--- src/rtl/adder_pkg.sv ---
// adder_pkg: shared constants and helpers for the adder array.
//   MODE_PAIR / MODE_ACC : values of the mode input.
//   clog2()              : ceiling log2, used to size result width and beat counter.
package adder_pkg;

  localparam logic MODE_PAIR = 1'b0;
  localparam logic MODE_ACC  = 1'b1;

  function automatic int clog2(input int v);
    int r;
    r = 0;
    for (int p = 1; p < v; p = p * 2) r++;
    return r;
  endfunction

endpackage

--- src/rtl/adder_lane.sv ---
// adder_lane: one lane of the array -- adder, running accumulator and result register.
//   clk, reset   : clock, async active-low reset
//   num_1, num_2 : lane operands
//   acc_en       : fold this beat's sum into the accumulator
//   out_ld       : load acc+sum into the result register and clear the accumulator
//   out_num      : registered lane result
module adder_lane #(
  parameter int DATA_WIDTH = 18,
  parameter int OUT_WIDTH  = 21
) (
  input  logic                  clk,
  input  logic                  reset,
  input  logic [DATA_WIDTH-1:0] num_1,
  input  logic [DATA_WIDTH-1:0] num_2,
  input  logic                  acc_en,
  input  logic                  out_ld,
  output logic [OUT_WIDTH-1:0]  out_num
);

  logic [OUT_WIDTH-1:0] acc;
  logic [OUT_WIDTH-1:0] sum;
  logic [OUT_WIDTH-1:0] total;

  assign sum   = OUT_WIDTH'(num_1) + OUT_WIDTH'(num_2);
  // acc is zero whenever a frame is idle, so pairwise results also go
  // through acc+sum without a separate path.
  assign total = acc + sum;

  always_ff @(posedge clk or negedge reset) begin
    if (!reset) begin
      acc     <= '0;
      out_num <= '0;
    end else if (out_ld) begin
      out_num <= total;
      acc     <= '0;
    end else if (acc_en) begin
      acc     <= total;
    end
  end

endmodule

--- src/rtl/adder_array_pipe.sv ---
// adder_array_pipe: ARRAY_SIZE independent unsigned adder lanes with
// pairwise (one result per beat) or accumulate (one result per ACC_DEPTH
// beats) operation and valid/ready handshakes on both sides.
//   clk, reset          : clock, async active-low reset
//   enable              : input side may accept beats
//   mode                : 0 pairwise, 1 accumulate (latched at frame start)
//   in_valid/in_ready   : input handshake; num_1/num_2 packed lane operands
//   out_valid/out_ready : output handshake; out_num packed lane results
//   out_last            : result closes a frame
module adder_array_pipe
  import adder_pkg::*;
#(
  parameter  int DATA_WIDTH = 18,
  parameter  int ARRAY_SIZE = 2,
  parameter  int ACC_DEPTH  = 4,
  localparam int OUT_WIDTH  = DATA_WIDTH + 1 + clog2(ACC_DEPTH)
) (
  input  logic                             clk,
  input  logic                             reset,
  input  logic                             enable,
  input  logic                             mode,
  input  logic                             in_valid,
  output logic                             in_ready,
  input  logic [DATA_WIDTH*ARRAY_SIZE-1:0] num_1,
  input  logic [DATA_WIDTH*ARRAY_SIZE-1:0] num_2,
  output logic                             out_valid,
  input  logic                             out_ready,
  output logic [OUT_WIDTH*ARRAY_SIZE-1:0]  out_num,
  output logic                             out_last
);

  localparam int CNT_W = clog2(ACC_DEPTH);
  localparam logic [CNT_W-1:0] CNT_LAST = CNT_W'(ACC_DEPTH - 1);

  logic [CNT_W-1:0] cnt;
  logic             mode_q;
  logic             accept;
  logic             acc_mode;
  logic             close;
  logic             step;

  assign in_ready = enable && (!out_valid || out_ready);
  assign accept   = in_valid && in_ready;

  // Mode is sampled live only on the first beat of a frame; mid-frame the
  // latched value rules so a toggling mode cannot split a frame.
  assign acc_mode = ((cnt == '0) ? mode : mode_q) == MODE_ACC;
  assign close    = accept && (!acc_mode || cnt == CNT_LAST);
  assign step     = accept && acc_mode && cnt != CNT_LAST;

  always_ff @(posedge clk or negedge reset) begin
    if (!reset) begin
      cnt       <= '0;
      mode_q    <= 1'b0;
      out_valid <= 1'b0;
      out_last  <= 1'b0;
    end else begin
      if (accept && cnt == '0) mode_q <= mode;
      if (close)     cnt <= '0;
      else if (step) cnt <= cnt + CNT_W'(1);
      // A closing accept refills the output in the same cycle it drains,
      // so back-to-back results flow without a bubble.
      if (close) begin
        out_valid <= 1'b1;
        out_last  <= 1'b1;
      end else if (out_ready) begin
        out_valid <= 1'b0;
      end
    end
  end

  genvar i;
  generate
    for (i = 0; i < ARRAY_SIZE; i++) begin : g_lane
      adder_lane #(
        .DATA_WIDTH (DATA_WIDTH),
        .OUT_WIDTH  (OUT_WIDTH)
      ) u_lane (
        .clk     (clk),
        .reset   (reset),
        .num_1   (num_1[i*DATA_WIDTH +: DATA_WIDTH]),
        .num_2   (num_2[i*DATA_WIDTH +: DATA_WIDTH]),
        .acc_en  (step),
        .out_ld  (close),
        .out_num (out_num[i*OUT_WIDTH +: OUT_WIDTH])
      );
    end
  endgenerate

endmodule

--- config.mk ---
export PLATFORM = sky130hd
export DESIGN_NAME = adder_array_pipe
export DESIGN_NICKNAME = d
export VERILOG_FILES = /design/src/rtl/adder_pkg.sv /design/src/rtl/adder_lane.sv /design/src/rtl/adder_array_pipe.sv
export SDC_FILE = /design/constraint.sdc
export NUM_CORES = 1
export LEC_CHECK = 0
export BUFFER_PORTS_ARGS = -buffer_cell sky130_fd_sc_hd__buf_2
export CAP_MARGIN = 20
export CORE_MARGIN = 4
export CORE_UTILIZATION = 55
export CTS_CLUSTER_SIZE = 12
export DETAILED_ROUTE_END_ITERATION = 10
export PLACE_DENSITY_LB_ADDON = 0.15
export SYNTH_ARGS = -nofsm -noshare
export SYNTH_HDL_FRONTEND = slang
export SYNTH_SLANG_ARGS = --single-unit
--- constraint.sdc ---
create_clock -name clk -period 2.9 [get_ports clk]
set_input_delay 0.435 -clock clk [delete_from_list [all_inputs] [get_ports clk]]
set_output_delay 0.435 -clock clk [all_outputs]
set_load 0.05 [all_outputs]
==> results.txt, run 1 <==
* Result of the run: complete, but fails checks
* Violations in the final reports: negative setup slack
- Worst flop-to-flop path startpoint: g_lane[1].u_lane.acc[0]
* Worst setup path category: input pin to flip-flop
* Initial standard-cell utilization of the core: 57.35%
- The layout has 510 filler cells.
- Global-route wire length before repair: 33.19 mm
* Worst EP arrival: 4.07 ns
* Vertical die dimension: 118.0 µm
* Overall global routing resource usage: 28.46%
- The worst hold path begins at mode.
- Tightest slew margin relative to the limit: 54.21%
- Largest net degree at the start of global routing: 90
- Kind of path behind the tightest hold check: input pin to flip-flop
- In this run the critical register-to-register path is captured at g_lane[1].u_lane.out_num[16].
- Detailed Place HPWL: 13.87 mm
- The clock passes through at most 2 buffers.
- Final worst path period need: 3.854 ns
- Gp weighted congestion: 0.9639
- Of all flip-flops after synthesis, the portion carrying an async set or reset was 100.0%.
- Dividing the detail-routed wire length by the instance count gives 23.18 µm.
- Total DRC errors in the routed layout: 0
- Number of levels in the clock H-tree: 3
- The repair_antennas step left the layout with diodes totalling 0.
* Net count after synthesis: 876
- Critical path peak fanout: 4
- CTS placed an instance of clkbuf_16 at the clock tree root.
* Number of hold violations in the final report: 0
* FMAX: 0.2595 GHz
- For this block, the via count after detailed routing is 7668.
* Worst-Skew Late Latency: 0.35 ns
- Sequential elements use 33.44% of the synthesized area.
- Number of setup violations in the final report: 54
- Synth warnings: 0
- Final-stage net count: 1182
- The core region is 11610 µm².
- The multi-input combinational cells in the finished layout cover a total of 5320 µm².
- Area enclosed by the die boundary: 13930 µm²
* Worst Setup End Kind: flip-flop
* Part of the cycle the worst path needs: 132.9%
* Global-route congestion overflow total: 0
* Part of the power in the clock network: 10.6%
- Yosys mapped the design onto 54 distinct sky130hd cell types.
- Num CTS Buffers: 9
- Final std cell area, no fill: 10280 µm²
- For this run, the detailed router's first-pass iteration total came to 7.
- Worst hold margin: 0.3847 ns
- Final setup slack of the worst path: -0.9539 ns
- From left edge to right edge, the die measures 118.0 µm.
* Worst VDD drop: 1.121 mV
- Data on the critical path is required at its endpoint by 3.12 ns.
- End of the worst hold path: mode_q
* Total wire length: 27.08 mm
- Layout area overhead: 54.31%
* Count of cells along the worst hold path: 2
* Number of instances in the placed design: 1117
* Sequential fraction of design power: 19.5%
* Count of input and output buffers: 122
* Design internal power: 5689 µW
* Max-cap viol count: 0
- The floorplan has 39 rows.
- Switching power as a share of total power: 49.47%
- After clock tree synthesis, the clock-pin slew on the worst setup and hold paths is 0.08 ns.
- Cell area power density: 1095 nW/µm²
- Summing every instance area after synthesis gives 6660 µm².
* Final cell count without fillers: 1168
* Ratio of cells with drive above 1 in the final layout: 48.29%
- Number of clock sinks seen by CTS: 89
* Number of enable flip-flop cells after synthesis: 0
- Final design utilization: 88.49%
- Post-DR vias/cell: 6.565
* Worst-case clock skew: 0.01870 ns
- Cell count after synthesis: 716
- The worst setup path is launched from an input pin.
- Relative contribution of combinational cells to total power: 69.9%
* Number of I/O pins: 123
- Pleak: 0.004989 µW
- Reg-to-reg slack, setup: -0.14 ns
- Number of synthesized register bits: 89
- Avg Cell Area, Syn: 9.302 µm²
- Antenna violations before repair: 1
* Max Slew Vio Count: 0
- Sequential cell area: 2227 µm²
- Main synth FF type: dfrtp_1
* R2R depth: 10
- Post-place instance area: 8737 µm²
* Number of global-route vias before repair: 7068
- DRC violation total after the first TritonRoute iteration: 878
* RSZ-0062 raised after global routing: true
- Setup tns final: -28.16 ns
- TritonCTS built the clock tree.
- Switching power: 5569 µW
- The count of nets left with antenna violations once routing finished came out at 0.
- For the pin with the worst max-slew slack, the measured transition is 0.6852 ns.
[stage by stage]
stage	setup WS, ns	total power (µW)
3_3_place_gp	-0.9783	7756
6_report	-0.9539	11260
2_1_floorplan	-0.7737	6041
4_1_cts	-0.6734	9986
3_5_place_dp	-1.131	7980
5_1_grt	-1.056	11690
[Yosys cell counts (2+ instances only)]
library cell  count  area [µm²]
nor2_1           33       123.9
o31ai_1           9       67.56
o221ai_2          2       30.03
a22o_1           21       183.9
buf_2             4       20.02
or3_1             7       43.79
nand2b_1          6       37.54
a21oi_1          53       265.3
a21boi_0          4       30.03
or2_0             2       12.51
clkbuf_1         13       48.80
o21ai_0          66       330.3
o21ai_1           6       30.03
nor3_1            7       35.03
a221oi_1          2       17.52
o22ai_1           2       12.51
nor2b_1           5       31.28
xor2_1           29       254.0
fa_1              4       80.08
and2_1            4       25.02
or2_2             2       12.51
mux2i_1           2       20.02
nand2_1          80       300.3
o21a_1           10       75.07
nand3_1          14       70.07
ha_1             78       975.9
nand4_1           7       43.79
o21bai_1          9       67.56
a211oi_1         14       105.1
mux2_2           22       247.7
o211ai_1          4       30.03
o31a_1            3       26.28
dfrtp_1          89        2227
inv_1            12       45.04
a21o_1           25       187.7
o311ai_0          2       17.52
xnor2_1          34       297.8
a31oi_1          10       62.56
and3_1            5       31.28
[cell families (layout without fill, tap and decap cells)]
group,Yosys count,in the layout,share of synthesized area [%]
AO/OA/AOI/OAI,253,253,24.82
AND/OR/NAND/NOR,174,174,11.74
flip-flops,89,89,33.44
adder cells (fa/ha/maj),82,82,15.86
XOR/XNOR,63,63,8.285
buffers and inverters,31,340,1.841
multiplexers,24,24,4.020
[registers in the layout (all words and copies together) (netlist names)]
signal	cells
g_lane.u_lane.acc	42
out_last	1
cnt	2
out_valid	1
mode_q	1
g_lane.u_lane.out_num	42
[worst max path at each step]
stage / startpoint / endpoint / slack (ns) / cells past startpoint
2_1_floorplan: num_1[18] / g_lane[1].u_lane.out_num[20] / -0.77 / 17
3_3_place_gp: num_1[18] / g_lane[1].u_lane.out_num[20] / -0.98 / 18
3_5_place_dp: num_1[18] / g_lane[1].u_lane.out_num[19] / -1.13 / 18
4_1_cts: num_1[18] / g_lane[1].u_lane.out_num[20] / -0.67 / 18
5_1_grt: num_1[18] / g_lane[1].u_lane.out_num[16] / -1.06 / 19
6_report: num_1[23] / g_lane[1].u_lane.out_num[16] / -0.95 / 16
[worst max-delay path: stages]
cell      delay [ns]
buf_2           0.13
ha_4            0.17
or3_4           0.36
o32a_1          0.38
buf_4           0.15
a21o_1          0.16
a21oi_2         0.15
xnor2_1         0.17
ha_1            0.34
a21oi_2         0.25
o21bai_2        0.14
a211oi_4        0.32
nand2_2         0.15
a21oi_1         0.28
xor2_1          0.31
o21ai_0         0.16
[layout by cell type, fill, tap and decap left out, drive strengths merged, types with 5 or more instances in the layout]
cell type  instances
o21a              10
inv               12
buf              313
a211oi            14
nand3             14
nor3               7
dfrtp             89
o21ai             72
or3                7
nand2             80
o31ai              9
o21bai             9
nor2b              5
nand2b             6
mux2              22
clkbuf            11
a31oi             10
a22o              21
nor2              33
nand4              7
a21o              26
and3               5
xnor2             34
a21oi             53
ha                78
xor2              29
[metal layers]
| layer | vias up | wire length (µm) | track usage [%] |
|---|---|---|---|
| met3 | 216 | 2303 | 6.007 |
| met2 | 576 | 13380 | 51.31 |
| li1 | 3249 | - | - |
| met4 | 2 | 2011 | 9.304 |
| met1 | 3625 | 9364 | 33.70 |
| met5 | - | 13 | 0 |
[repair_timing]
action                                  CTS  global route
hold endpoints to repair                  0            15
hold buffers                              0             1
pin swaps                                85            70
endpoints found under the setup margin   51            55
resized for setup                       110            88
buffers inserted                         24            15
[power groups by stage]
stage | Sequential, µW | Clock (µW) | Combinational [µW]
final | 2190 | 1190 | 7870
after global routing | 2230 | 1240 | 8220
after CTS | 2130 | 1160 | 6690
after detailed placement | 2130 | 0 | 5850
after global placement | 2100 | 0 | 5650
after floorplan | 3070 | 0 | 2970
[area by class of cell]
cell class	instances	area share, %
multi-input combinational	596	51.77
sequential	89	21.67
timing repair buffer	314	21.61
clock buffer	11	2.362
tap	143	1.741
inverter	12	0.4383
clock inverter	3	0.4139
Note: power is estimated with default switching activity, not from simulation.
==> run 2, diff against run 1 <==
--- a/config.mk
+++ b/config.mk
@@ -6,7 +6,6 @@
 export NUM_CORES = 1
 export LEC_CHECK = 0
 export BUFFER_PORTS_ARGS = -buffer_cell sky130_fd_sc_hd__buf_2
-export CAP_MARGIN = 20
 export CORE_MARGIN = 4
 export CORE_UTILIZATION = 55
 export CTS_CLUSTER_SIZE = 12
@@ -14,4 +13,5 @@
 export PLACE_DENSITY_LB_ADDON = 0.15
 export SYNTH_ARGS = -nofsm -noshare
 export SYNTH_HDL_FRONTEND = slang
+export SYNTH_HIERARCHICAL = 1
 export SYNTH_SLANG_ARGS = --single-unit
==> run 2 against run 1 <==
Compared with the run above:
- the run now ends clean
- register-to-register slack gained 0.25 ns
- synthesized cell count down 9.6%
- sequential cell count stayed put
- sequential power is 3% lower
- sequential share of layout area is 5.9 points higher
- combinational power fell by 14%
- first-iteration DRC count down 56%
- global-route usage decreased by 2.5 points
- utilization down 18 points
- highest routed layer is now met4
==> results.txt, run 2 <==
* Post-synthesis instance area: 6541 µm²
* Worst VDD drop: 0.8815 mV
* Initial standard-cell utilization of the core: 56.80%
- Gp weighted congestion: 0.9060
- The clock arrives with 0.007677 ns of skew.
* Net count after synthesis: 801
- Residual antenna-violating net count after detailed routing: 0
- The most numerous cell type found on the critical path is nand2_1.
- Area contributors post-synth: dfrtp_1 (34%), fa_1 (12%), ha_1 (7.3%)
- For this run, design rule violations remaining after detail routing come to 0.
* Number of levels in the clock H-tree: 3
* Part of the cycle the worst path needs: 96.12%
- The library cell used most frequently in the layout, excluding fill and tap cells, is buf_2.
* Commonest cells post-synth: dfrtp_1 (89), nor2_1 (51), a21oi_1 (45)
- Vertical die dimension: 117.1 µm
- Worst Setup End Kind: flip-flop
- Global-route wire length before repair: 28.14 mm
- Summed over its instances, the top area cell type makes up 34.05% of the synthesized netlist area.
- Design Power: 10090 µW
- Summed over all nets, the half-perimeter wirelength after detailed placement is 12.81 mm.
* Number of instances in the placed design: 937
- Final std cell area, no fill: 8069 µm²
* Most frequently used cell type in the post-synthesis netlist: dfrtp_1
- The number of global-route vias before repair came to 6032.
- Overall global routing resource usage: 25.93%
- Longest Clk Path Bufs: 2
* Number of distinct library cells after synthesis: 76
* DRC violation total after the first TritonRoute iteration: 388
- WL per Instance: 17.69 µm
- On the worst path, the slowest cell contributes a delay of 0.46 ns.
* Number of core rows: 39
- The final count of hold timing violations was 0.
- Crit-path cells: fa_1 > ha_1 > a21oi_1 > nand2_1 > a41oi_1 > nand2_1 > xor2_1 > mux2_2
* Critical path peak fanout: 6
- Number of enable flip-flop cells after synthesis: 0
* Max Slew Vio Count: 0
- Prior to clock tree synthesis, the placed netlist has a worst setup slack of -0.2902 ns.
- Total wire length: 16.93 mm
- Largest net degree at the start of global routing: 52
- Final-stage net count: 963
- The worst setup path is launched from a flip-flop.
- After filler insertion, the fill cell instance count of the layout stands at 900.
- Layout area overhead: 23.36%
- The worst pin sits at a relative slew slack of 53.53%.
- FMAX: 0.3587 GHz
* TritonRoute pass-1 iters: 5
- Averaged over all synthesized cells, the footprint is 10.11 µm².
- After detailed routing, the number of vias per cell comes to 5.974.
* Num CTS Buffers: 9
- The most critical setup path has its startpoint at g_lane[0].u_lane/acc[9].
* Kind of path behind the tightest hold check: input pin to asynchronous set/reset pin
- Of the cells placed in the final design, the portion with a size suffix greater than 1 is 31.57%.
- Clock slew seen by the registers of the worst setup and hold paths: 0.07 ns
- Number of setup violations in the final report: 0
- STA puts the critical path data arrival time at 3.02 ns.
* Number of synthesized register bits: 89
- Die X: 117.1 µm
- For this block, wires on met1 add up to 7.091 mm.
- Final cell count without fillers: 957
* Antenna cell count: 0
* Antenna violations before repair: 0
- Data required, critical path: 3.14 ns
- Worst flop-to-flop path startpoint: g_lane[0].u_lane/acc[9]
- Synth warnings: 6
- Cell count after synthesis: 647
- The placed instances occupy a cell area of 7677 µm².
- TritonCTS clock tree: done
* Area enclosed by the die boundary: 13700 µm²
- The cell sitting at the root of the clock tree is a clkbuf_16.
- Worst-Skew Late Latency: 0.35 ns
- Detailed routing placed a total of 835 µm of wire on met3.
- Clock tree synthesis found a total of 89 sinks.
* Number of I/O pins: 123
- Highest-delay cell along the critical path: fa_1
- Pleak: 0.003836 µW
- Hold-fix buffer count after cts: 0
- Input and output buffers added on the ports amount to 122.
- Worst setup path category: flip-flop to flip-flop
- For this design the ratio of total power to cell area is 1251 nW/µm².
- Cell taking the most area after synthesis: dfrtp_1
- Measured slew at the worst slew-check pin: 0.6945 ns
* Final worst path period need: 2.788 ns
- Placeable core area: 11520 µm²
- Largest registers: g_lane.u_lane/acc (42), g_lane.u_lane/out_num (42), cnt (2)
* Final setup slack of the worst path: 0.1124 ns
* Global-route congestion overflow total: 0
- Fraction of registers with async set/reset: 100.0%
* Vias: 5717
- The highest layer touched by signal routing is met4.
- Sequential-to-total area share from yosys stat: 34.05%
- In the layout the commonest cells are buf_2 (121), dfrtp_1 (89), buf_4 (58), nor2_1 (50), nand2_1 (43).
- Met2 routed wirelength: 8.637 mm
* Result of the run: finished clean
- Main synth FF type: dfrtp_1
* Max-cap viol count: 0
run 2: routing by layer:
metal	vias to the layer above	GRT usage (%)
li1	2682	-
met1	2825	32.77
met2	182	45.24
met3	28	3.496
met4	0	10.02
met5	-	0
run 2: kinds of logic after synthesis:
group | Yosys count | synth area share [%]
DFF | 89 | 34.05
xor gates and xnor gates | 19 | 2.544
muxes | 50 | 8.244
AOI/OAI and AO/OA | 163 | 17.71
adders and majority gates | 76 | 18.90
buffers and inverters | 54 | 3.385
and+or+nand+nor | 196 | 15.17
run 2: path summary, 6_finish.rpt:
check                                                     to  slack, ns  cells past startpoint
worst max-delay path            g_lane[0].u_lane/out_num[13]       0.11                      8
worst min-delay path                 g_lane[1].u_lane/acc[4]       0.07                      1
worst max register to register  g_lane[0].u_lane/out_num[13]       0.11                      8
worst min register to register                      out_last       0.47                      1
max in group asynchronous       g_lane[1].u_lane/out_num[10]       2.15                      2
min in group clk                                      mode_q       0.34                      2
run 2: timing repair:
| action | CTS | global route |
|---|---|---|
| pin swaps | 3 | 9 |
| setup buffers | 1 | 3 |
| setup endpoints to repair | 10 | 15 |
| gates resized for setup | 6 | 14 |
run 2: per-stage QoR:
step	util, %	hold slack [ns]	TNS [ns]
detailed placement	66.67	0.4590	-3.689
global route	70.07	0.1079	-0.01112
floorplan	-	0.1394	0
finish	70.07	0.06691	0
global placement	66.67	0.4440	-1.912
CTS	69.51	0.08963	0
run 2: area by class of cell:
class / count / area (µm²) / share of cell area (%)
Clock buffer: 14 / 254.0 / 3.148
Clock inverter: 2 / 37.54 / 0.4652
Inverter: 23 / 86.33 / 1.070
Multi-Input combinational cell: 504 / 4184 / 51.85
Sequential cell: 89 / 2227 / 27.60
Tap cell: 143 / 178.9 / 2.217
Timing Repair Buffer: 182 / 1101 / 13.65
run 2: critical path, delay by kind of cell (launching register included):
kind / cells / cell delay [ns]
adder cells (fa/ha/maj): 2 / 0.87
AO/OA/AOI/OAI: 2 / 0.64
flip-flops: 1 / 0.39
AND/OR/NAND/NOR: 2 / 0.31
multiplexers: 1 / 0.28
XOR/XNOR: 1 / 0.18
run 2: power by group:
part	switching, µW	total, µW	internal [µW]	leakage [µW]
clock	500	1190	694	0.000137
combinational	4100	6780	2680	0.00258
sequential	335	2120	1780	0.00112
total	4940	10100	5160	0.00384
==> run 3, diff against run 2 <==
--- a/config.mk
+++ b/config.mk
@@ -5,11 +5,11 @@
 export SDC_FILE = /design/constraint.sdc
 export NUM_CORES = 1
 export LEC_CHECK = 0
-export BUFFER_PORTS_ARGS = -buffer_cell sky130_fd_sc_hd__buf_2
 export CORE_MARGIN = 4
 export CORE_UTILIZATION = 55
 export CTS_CLUSTER_SIZE = 12
 export DETAILED_ROUTE_END_ITERATION = 10
+export DONT_BUFFER_PORTS = 1
 export PLACE_DENSITY_LB_ADDON = 0.15
 export SYNTH_ARGS = -nofsm -noshare
 export SYNTH_HDL_FRONTEND = slang
==> run 3 against run 2 <==
Compared with the run above:
- the run now ends with negative hold slack left
- hold slack got worse by 0.11 ns
- sequential cell count unchanged
- clock-buffer cell count decreased by 2
- global-route usage decreased by 3.1 points
- fmax decreased by 1.1%
- first-iteration DRC count increased by 7.0%
- register-to-register slack got worse by 0.03 ns
- critical path type unchanged
- largest power group unchanged
==> results.txt, run 3 (synthesis results as in run 2) <==
- Residual antenna-violating net count after detailed routing: 0
* Worst EP arrival: 3.04 ns
- The congestion estimate from routability-driven global placement came to 0.9012.
* Final worst path period need: 2.817 ns
* Post-DR vias/cell: 6.157
- Broken down by cell family, the worst path's largest delay share belongs to adder cells.
* Delay of the slowest cell on the worst path: 0.47 ns
- The final reports fail on negative hold slack.
- Placeable core area: 11520 µm²
- Detailed routing inserted a total of 4975 vias.
- WL per Instance: 18.91 µm
- The worst-case IR drop observed on VDD is 0.7579 mV.
* Layout area overhead: 11.46%
* Final design utilization: 63.31%
- STA classifies the critical path endpoint as a flip-flop.
- For the pin with the worst max-slew slack, the measured transition is 0.6215 ns.
* Worst r2r dst: g_lane[1].u_lane/out_num[13]
- The worst register-to-register path begins at g_lane[1].u_lane/acc[1].
* Total wire length: 15.28 mm
* R2R depth: 12
* Total DRC errors in the routed layout: 0
- The first detailed-routing pass took 5 iterations.
- For this design the top-level I/O count stands at 123.
- The design draws 9362 µW.
* Most frequent cells in the layout: dfrtp_1 (89), nor2_1 (50), nand2_1 (43), a21oi_1 (40)
- In the final design database the tool counted 815 nets.
- Part of the cycle the worst path needs: 97.15%
- Number of levels in the clock H-tree: 3
- The count of pins over their slew limit was 0.
* FMAX: 0.3550 GHz
- For this run the aggregate overflow at the end of global routing stands at 0.
- Worst hold margin: -0.04095 ns
- Initial standard-cell utilization of the core: 56.80%
* Die X: 117.1 µm
- Setup violations remaining at the end of the flow were counted as 0.
* Count of buffering cells on the critical path with inverters included: 3
* Ratio of cells with drive above 1 in the final layout: 16.84%
* TritonCTS clock tree: done
* Crit-path cells: fa_1 > ha_2 > inv_1 > fa_2 > nand2b_4 > a21oi_4 > buf_6 > o211ai_1 > buf_4 > nand3_1 > nor2b_1 > mux2_2
- Number of post-CTS setup repair buffers: 0
- Detailed Place HPWL: 11.63 mm
* Number of core rows: 39
- Power spread over the standard cell area amounts to 1284 nW/µm².
* Clock slew seen by the registers of the worst setup and hold paths: 0.06 ns
- On the critical path, the stage with the largest delay is an instance of fa_1.
* Global-route wire length before repair: 24.86 mm
- Number of global-route vias before repair: 5084
- Count of input and output buffers: 0
- Tightest slew margin relative to the limit: 58.42%
* Area enclosed by the die boundary: 13700 µm²
* Data required, critical path: 3.12 ns
* Num CTS Buffers: 9
- Pleak: 0.003215 µW
* Longest Clk Path Bufs: 2
* Kind of path behind the tightest hold check: input pin to asynchronous set/reset pin
- CTS placed an instance of clkbuf_16 at the clock tree root.
* Overall global routing resource usage: 22.86%
- Tracing the worst setup path back leads to its startpoint at g_lane[1].u_lane/acc[1].
- Entering global routing, the biggest net connects 90 pins.
- Critical path launch point type: flip-flop
- For the worst-skew pair, the clock arrives at the later sink with an insertion delay of 0.34 ns.
- DRC violation total after the first TritonRoute iteration: 415
* Antenna violations before repair: 0
* Reg-to-reg slack, setup: 0.08 ns
- The flow ran to the end, but the final reports show violations.
- Max-cap violations in this run came to 0.
* Worst-case clock skew: 0.006030 ns
* Number of hold violations in the final report: 12
- Leading cell type in the layout, fill and taps excluded: dfrtp_1
* Critical path peak fanout: 3
- The repair_antennas step left the layout with diodes totalling 0.
- From bottom edge to top edge, the die measures 117.1 µm.
- The critical path is of the flip-flop to flip-flop type.
* Number of clock sinks seen by CTS: 89
* Largest registers: g_lane.u_lane/acc (42), g_lane.u_lane/out_num (42), cnt (2)
run 3: power breakdown:
group | total, µW | switching (µW) | leakage, µW | internal [µW]
registers | 3190 | 1430 | 0.00112 | 1760
logic | 5110 | 2850 | 0.00197 | 2250
clock network | 1070 | 469 | 0.000128 | 597
total | 9360 | 4750 | 0.00322 | 4620
run 3: final cells by class:
type                       instances  area (µm²)
clock buffer                      12       246.5
timing repair buffer              34       304.0
clock inverter                     3       17.52
tap                              143       178.9
inverter                          23       86.33
sequential                        89        2227
fill                             923        4225
multi-input combinational        504        4230
run 3: worst max-delay path by stage:
stage,endpoint,slack [ns],depth (start not counted)
after floorplan,g_lane[1].u_lane/acc[19],0.06,10
after global placement,g_lane[0].u_lane/out_num[17],-0.12,10
after detailed placement,g_lane[1].u_lane/out_num[17],-0.17,11
after CTS,g_lane[0].u_lane/acc[19],0.002,11
after global routing,g_lane[1].u_lane/out_num[13],-0.04,12
final,g_lane[1].u_lane/out_num[13],0.08,12
run 3: per-stage QoR:
step                setup WS, ns  cells  cell area, µm²  TNS [ns]
floorplan                0.06430    647            6546         0
global placement         -0.1168    792            6879   -0.5721
detailed placement       -0.1652    792            6879    -1.100
CTS                     0.001850    808            7197         0
global route            -0.04455    808            7291   -0.1240
finish                   0.08277    808            7291         0
run 3: what timing repair did:
| action | 4_1_cts | 5_1_grt |
|---|---|---|
| endpoints found under the hold margin | 89 | 0 |
| endpoints found under the setup margin | 6 | 20 |
| gates resized for setup | 5 | 21 |
| pin swaps | 3 | 12 |
| hold buffers | 1 | 0 |
run 3: worst register-to-register path, stage by stage, from the launching register on:
cell	delay, ns
dfrtp_1	0.40
fa_1	0.47
ha_2	0.20
inv_1	0.07
fa_2	0.21
nand2b_4	0.15
a21oi_4	0.07
buf_6	0.13
o211ai_1	0.34
buf_4	0.18
nand3_1	0.09
nor2b_1	0.16
mux2_2	0.25
run 3: per-layer routing:
metal  share of wire [%]  up-vias  track usage (%)
met4                 2.2        0            7.645
met3                 4.9       25            4.679
li1                    -     2384                -
met1                  43     2437            29.14
met5                   0        -                0
met2                  50      129            38.98
